## config.mk

```make
export PLATFORM = sky130hd
export DESIGN_NAME = snax_shell_launch_ctrl
export DESIGN_NICKNAME = d
export VERILOG_FILES = /design/src/rtl/snax_shell_pkg.sv /design/src/rtl/snax_sat_counter.sv /design/src/rtl/snax_shell_launch_ctrl.sv
export SDC_FILE = /design/constraint.sdc
export NUM_CORES = 1
export LEC_CHECK = 0
export ABC_AREA = 1
export CAP_MARGIN = 20
export CORE_AREA = 2 2 515 517
export DETAILED_ROUTE_END_ITERATION = 16
export DIE_AREA = 0 0 517 519
export GPL_TIMING_DRIVEN = 1
export PLACE_DENSITY = 0.41
export SYNTH_ARGS = -nofsm -noshare
export SYNTH_HDL_FRONTEND = slang
export SYNTH_SLANG_ARGS = --single-unit
```

## constraint.sdc

```tcl
create_clock -name clk_i -period 4.2 [get_ports clk_i]
set_clock_uncertainty 0.2 [all_clocks]
set_input_delay 0.84 -clock clk_i [delete_from_list [all_inputs] [get_ports clk_i]]
set_output_delay 0.84 -clock clk_i [all_outputs]
set_load 0.01 [all_outputs]
```

## src/rtl/snax_shell_pkg.sv

```systemverilog
// Shared types and constants for the SNAX shell launch controller.
package snax_shell_pkg;

   typedef enum logic [1:0] {
      IDLE   = 2'd0,
      LAUNCH = 2'd1,
      RUN    = 2'd2
   } state_e;

   // RO CSR indices
   localparam int unsigned STATUS = 0;
   localparam int unsigned CYCLES = 1;
   localparam int unsigned DONES  = 2;

   // Status word layout: active flag, then one busy bit per unit
   localparam int unsigned STATUS_ACTIVE_BIT = 0;
   localparam int unsigned STATUS_BUSY_LSB   = 1;

endpackage

```

## src/rtl/snax_sat_counter.sv

```systemverilog
// Up-counter with synchronous clear; saturates at all-ones or wraps, by parameter.
module snax_sat_counter #(
   parameter int unsigned Width    = 32,
   parameter bit          Saturate = 1'b1
) (
   input  logic             clk,
   input  logic             rst_n,
   input  logic             clr,
   input  logic             en,
   output logic [Width-1:0] count
);

   logic [Width-1:0] count_q, count_d;

   always_comb begin
      count_d = count_q;
      if (clr)
         count_d = '0;
      else if (en && !(Saturate && (&count_q)))
         count_d = count_q + Width'(1);
   end

   always_ff @(posedge clk or negedge rst_n) begin
      if (!rst_n) count_q <= '0;
      else        count_q <= count_d;
   end

   assign count = count_q;

endmodule

```

## src/rtl/snax_shell_launch_ctrl.sv

```systemverilog
// Launch/completion controller: latches one config, launches the masked sub-units,
// waits for all of them to accept and finish, and reports status/cycles/completions.
module snax_shell_launch_ctrl
   import snax_shell_pkg::*;
#(
   parameter int unsigned NumUnits     = 2,
   parameter int unsigned RegRWCount   = 19,
   parameter int unsigned RegROCount   = 3,
   parameter int unsigned RegDataWidth = 32,
   parameter int unsigned EnableRegIdx = 17
) (
   input  logic                                   clk_i,
   input  logic                                   rst_ni,
   input  logic [RegRWCount-1:0][RegDataWidth-1:0] csr_reg_set_i,
   input  logic                                   csr_reg_set_valid_i,
   output logic                                   csr_reg_set_ready_o,
   output logic [RegROCount-1:0][RegDataWidth-1:0] csr_reg_ro_set_o,
   output logic [RegRWCount-1:0][RegDataWidth-1:0] cfg_o,
   output logic [NumUnits-1:0]                    unit_ctrl_valid_o,
   input  logic [NumUnits-1:0]                    unit_ctrl_ready_i,
   input  logic [NumUnits-1:0]                    unit_busy_i
);

   state_e                                 state;
   logic [RegRWCount-1:0][RegDataWidth-1:0] cfg;
   logic [NumUnits-1:0]                    mask, acked, hs, new_mask, busy_masked;
   logic                                   settled;
   logic                                   accept, all_acked, run_done, done_pulse;
   logic [RegDataWidth-1:0]                status, cycles, dones;

   assign new_mask    = csr_reg_set_i[EnableRegIdx][NumUnits-1:0];
   assign accept      = csr_reg_set_valid_i && (state == IDLE);
   assign busy_masked = unit_busy_i & mask;

   // Valid is a function of registered state only; ready never feeds back into it.
   assign unit_ctrl_valid_o = (state == LAUNCH) ? (mask & ~acked) : '0;
   assign hs                = unit_ctrl_valid_o & unit_ctrl_ready_i;
   assign all_acked         = (((acked | hs) & mask) == mask);

   // First RUN cycle is a settle cycle so units have time to raise busy.
   assign run_done   = (state == RUN) && settled && (busy_masked == '0);
   assign done_pulse = (accept && (new_mask == '0)) || run_done;

   always_ff @(posedge clk_i or negedge rst_ni) begin
      if (!rst_ni) begin
         state   <= IDLE;
         cfg     <= '0;
         mask    <= '0;
         acked   <= '0;
         settled <= 1'b0;
      end else begin
         case (state)
            IDLE: begin
               if (accept) begin
                  cfg   <= csr_reg_set_i;
                  mask  <= new_mask;
                  acked <= '0;
                  if (new_mask != '0) state <= LAUNCH;
               end
            end
            LAUNCH: begin
               acked <= acked | hs;
               if (all_acked) begin
                  state   <= RUN;
                  settled <= 1'b0;
               end
            end
            RUN: begin
               settled <= 1'b1;
               if (run_done) state <= IDLE;
            end
            default: state <= IDLE;
         endcase
      end
   end

   snax_sat_counter #(.Width(RegDataWidth), .Saturate(1'b1)) u_cycle_cnt (
      .clk   (clk_i),
      .rst_n (rst_ni),
      .clr   (accept),
      .en    (state != IDLE),
      .count (cycles)
   );

   snax_sat_counter #(.Width(RegDataWidth), .Saturate(1'b0)) u_done_cnt (
      .clk   (clk_i),
      .rst_n (rst_ni),
      .clr   (1'b0),
      .en    (done_pulse),
      .count (dones)
   );

   always_comb begin
      status                                    = '0;
      status[STATUS_ACTIVE_BIT]                 = (state != IDLE);
      status[STATUS_BUSY_LSB +: NumUnits]       = busy_masked;
   end

   assign csr_reg_set_ready_o      = (state == IDLE);
   assign cfg_o                    = cfg;
   assign csr_reg_ro_set_o[STATUS] = status;
   assign csr_reg_ro_set_o[CYCLES] = cycles;
   assign csr_reg_ro_set_o[DONES]  = dones;

endmodule

```

==> impl_results.rst <==
.. list-table::
   :header-rows: 1

   * - Metric
     - Value
   * - Leading cell type in the layout, fill and taps excluded
     - sky130_fd_sc_hd__nand2_1
   * - Area share of the leading cell type in the synthesized netlist
     - 0.6248
   * - Worst path cell trace
     - clkdlybuf4s50_1 > nand2_1 > inv_1 > clkdlybuf4s50_1
   * - Cell type with the largest total area after synthesis
     - sky130_fd_sc_hd__dfrtp_1
   * - Initial core utilization
     - 0.1029
   * - PwrDens
     - 758.9 nW/um^2
   * - Maximum net fanout on the critical path
     - 2
   * - Classification of the worst-slack hold path
     - register to register
   * - Number of primary I/O pins
     - 1,322
   * - DRC violation count after routing
     - 0
   * - Antenna-violating nets left
     - 0
   * - Global routing usage summed across all routing layers
     - 0.1529
   * - TritonCTS buffer count
     - 96
   * - CTS tree
     - done
   * - Slew at the pin with the worst max-slew slack
     - 780.1 ps
   * - Via count of the first global-routing pass
     - 27,710
   * - Cell Int Power
     - 21.76 mW
   * - # placed instances
     - approximately 8,000
   * - Flop pwr share
     - 0.317
   * - Share of power burned in combinational logic
     - 0.435
   * - PnR Total Power
     - 36.51 mW
   * - Final max-slew violation count
     - 0
   * - Pre-antenna DRT Iters
     - 9
   * - Routed wirelength normalized by instance count
     - 25.87 microns
   * - DIE WIDTH
     - ~520 microns
   * - Total standard cell area after synthesis
     - 27,120 sq um
   * - Post-synth top flop
     - sky130_fd_sc_hd__dfrtp_1
   * - Worst skew pair latency
     - 730 ps
   * - Final Critical Period
     - 3446 ps
   * - Number of design-rule violations left by the first detailed-router iteration
     - 1,709
   * - Startpoint Class
     - primary input
   * - Final cell count without fillers
     - 8,175
   * - Clock sinks
     - 677
   * - Slowest Stage Delay on Critical Path
     - around 600 ps
   * - Number of nets in the layout
     - approximately 5,200
   * - Clock transition time at the flip-flop clock pins of the worst setup and hold paths
     - around 60 ps
   * - Status
     - completed
   * - Rel. slew slack
     - 0.4783
   * - Clk pwr share
     - 0.247
   * - Height of the die
     - approximately 520 microns
   * - Port buffer count
     - between 1,000 and 1,500
   * - Initial antenna violation count
     - 122
   * - Max-cap violation count
     - 0
   * - Yosys synthesis warning count
     - 0
   * - Switching share of total power
     - 0.4040
   * - RePlAce Congestion
     - 0.9380
   * - Data required time of the critical path
     - 3160 ps
   * - Post-synthesis async set-or-reset flop share
     - 1.000
   * - # setup viols final
     - 0
   * - Maximum vdd ir drop
     - 0.0003348 V
   * - Via count normalized by instance count
     - 3.319
   * - RSZ-0062 raised after global routing
     - no
   * - CTS Buffer Depth
     - 3
   * - Cell Rows
     - 189
   * - Core box area
     - 263,400 sq um
   * - Share of the yosys chip area belonging to registers
     - 0.6248
   * - Maximum level of the CTS H-tree
     - 3
   * - Leak
     - 21.93 nW
   * - #FFs+latches synth
     - 677
   * - Final HPWL from detailed placement
     - 176,200 microns
   * - Most Frequent Cell on Critical Path
     - sky130_fd_sc_hd__clkdlybuf4s50_1
   * - Number of vias after detailed routing
     - 27,140
   * - First-pass GRT wire length
     - 274,400 microns
   * - Psw
     - around 15 mW
   * - Max Freq
     - 290.2 MHz
   * - Top library cells by usage in the layout, fill and taps aside
     - sky130_fd_sc_hd__nand2_1, sky130_fd_sc_hd__clkdlybuf4s50_1, sky130_fd_sc_hd__dfrtp_1
   * - Die ar.
     - roughly 270,000 sq um
   * - Slowest CP cell
     - sky130_fd_sc_hd__clkdlybuf4s50_1
   * - WHS
     - 267.8 ps
   * - Number of buffers inserted by post-CTS setup repair
     - 0
   * - Number of hold-slack violations in the final timing report
     - 0
   * - Remaining Overflow, GRT
     - 0
   * - Worst setup path class
     - primary input to primary output
   * - Area Overhead vs Synth
     - 77.43%
   * - Total Negative Setup Slacks
     - 0 ps
   * - Number of enable flip-flop cells after synthesis
     - 0
   * - Post-Route WL
     - roughly 210,000 microns
   * - Ranking of synthesized cells by area
     - sky130_fd_sc_hd__dfrtp_1, sky130_fd_sc_hd__nand2_1, sky130_fd_sc_hd__nor2_1, sky130_fd_sc_hd__clkbuf_1, sky130_fd_sc_hd__buf_4
   * - Worst Setup End Kind
     - primary output
   * - Distinct cell type count of the synthesized netlist
     - 32
   * - Gate count after technology mapping
     - 3,236
   * - Share of the clock period used by the worst path
     - 0.8205
   * - Largest net degree at the start of global routing
     - 126
   * - Arrival time at the worst endpoint
     - 2410 ps
   * - Share of post-route cells with drive strength above 1
     - 0.05170
   * - Post-synthesis average cell area
     - 8.379 sq um
   * - Buffer type at the clock tree root
     - sky130_fd_sc_hd__clkbuf_16
[power groups by stage]
| stage | Combinational, mW | Clock, mW | Sequential [mW] |
|---|---|---|---|
| floorplan | 3.83 | 0 | 12.4 |
| global placement | 16.5 | 0 | 11.6 |
| detailed placement | 16.5 | 0 | 11.6 |
| CTS | 16.6 | 9.47 | 11.6 |
| global route | 17.3 | 9.65 | 11.9 |
| finish | 15.9 | 9.03 | 11.6 |
[final timing paths]
check / startpoint / to / slack (ps) / cells after the start
max reg2reg: state[0] / u_done_cnt.count[8] / 1770 / 10
max: unit_busy_i[0] / csr_reg_ro_set_o[1] / 750 / 4
max in group asynchronous: rst_ni / cfg_o[315] / 2210 / 3
min: cfg_o[162] / cfg_o[162] / 270 / 2
min reg2reg: cfg_o[162] / cfg_o[162] / 270 / 2
min in group asynchronous: rst_ni / cfg_o[94] / 440 / 2
[area by class of cell]
cell class	instances	area, sq um
Inverter	62	245.2
Sequential cell	677	16940
Antenna cell	19	47.55
Timing Repair Buffer	1358	13810
Multi-Input combinational cell	2351	9219
Fill cell	29610	215300
Clock buffer	135	2741
Tap cell	3533	4420
Clock inverter	40	685.7
[per-layer routing]
layer | global-route usage | wire (microns) | up-vias
met5 | 0 | 444 | -
met4 | 0.03440 | 4334 | 68
met3 | 0.05869 | 21020 | 292
met2 | 0.2456 | 95860 | 1211
met1 | 0.1920 | 89860 | 13160
li1 | - | - | 12410
[state kept, by name (all words and copies together), names as in the netlist]
name / flops
state: 2
cfg_o: 608
settled: 1
acked: 2
u_done_cnt.count: 32
u_cycle_cnt.count: 32
[timing repair]
item	CTS	global route
gates resized for setup	0	0
hold endpoints to repair	35	0
hold buffers	1	0
[stage by stage]
stage	cell area [sq um]	utilization	worst slack (ps)
detailed placement	44630	0.1694	633.1
global route	48070	0.1825	582.6
finish	48110	0.1826	753.9
CTS	48060	0.1824	531.2
global placement	44630	0.1694	604.3
floorplan	27220	-	2096
[synth_stat cells (2+ instances only)]
cell type / count
sky130_fd_sc_hd__nand2_1: 2081
sky130_fd_sc_hd__dfrtp_1: 677
sky130_fd_sc_hd__nor2_1: 105
sky130_fd_sc_hd__clkbuf_1: 96
sky130_fd_sc_hd__inv_1: 57
sky130_fd_sc_hd__nand3_1: 37
sky130_fd_sc_hd__buf_2: 34
sky130_fd_sc_hd__buf_4: 31
sky130_fd_sc_hd__nand4_1: 25
sky130_fd_sc_hd__xor2_1: 15
sky130_fd_sc_hd__xnor2_1: 13
sky130_fd_sc_hd__buf_1: 11
sky130_fd_sc_hd__o21ai_0: 11
sky130_fd_sc_hd__nand3b_1: 8
sky130_fd_sc_hd__nor2_2: 4
sky130_fd_sc_hd__or2_2: 4
sky130_fd_sc_hd__a21oi_1: 3
sky130_fd_sc_hd__inv_2: 3
sky130_fd_sc_hd__nand2_2: 3
sky130_fd_sc_hd__buf_6: 2
sky130_fd_sc_hd__ha_1: 2
sky130_fd_sc_hd__nand2_4: 2
sky130_fd_sc_hd__nor2_4: 2
sky130_fd_sc_hd__nor3_1: 2
[critical path, delay by kind of cell]
family | cells | cell delay, ps
buffers and inverters | 3 | 1430
and+or+nand+nor | 1 | 130
[logic make-up (layout without fill, tap and decap cells)]
logic type / Yosys count / count (layout) / share of synthesized area
simple gates: 2275 / 2275 / 0.3225
flops: 677 / 677 / 0.6248
buf+inv: 236 / 1595 / 0.03927
xor+xnor: 28 / 28 / 0.009044
compound gates: 17 / 17 / 0.003368
fa+ha+maj: 2 / 2 / 0.0009227
other cells: 1 / 48 / 0.0001383
Power figures use the tool's default switching activity.
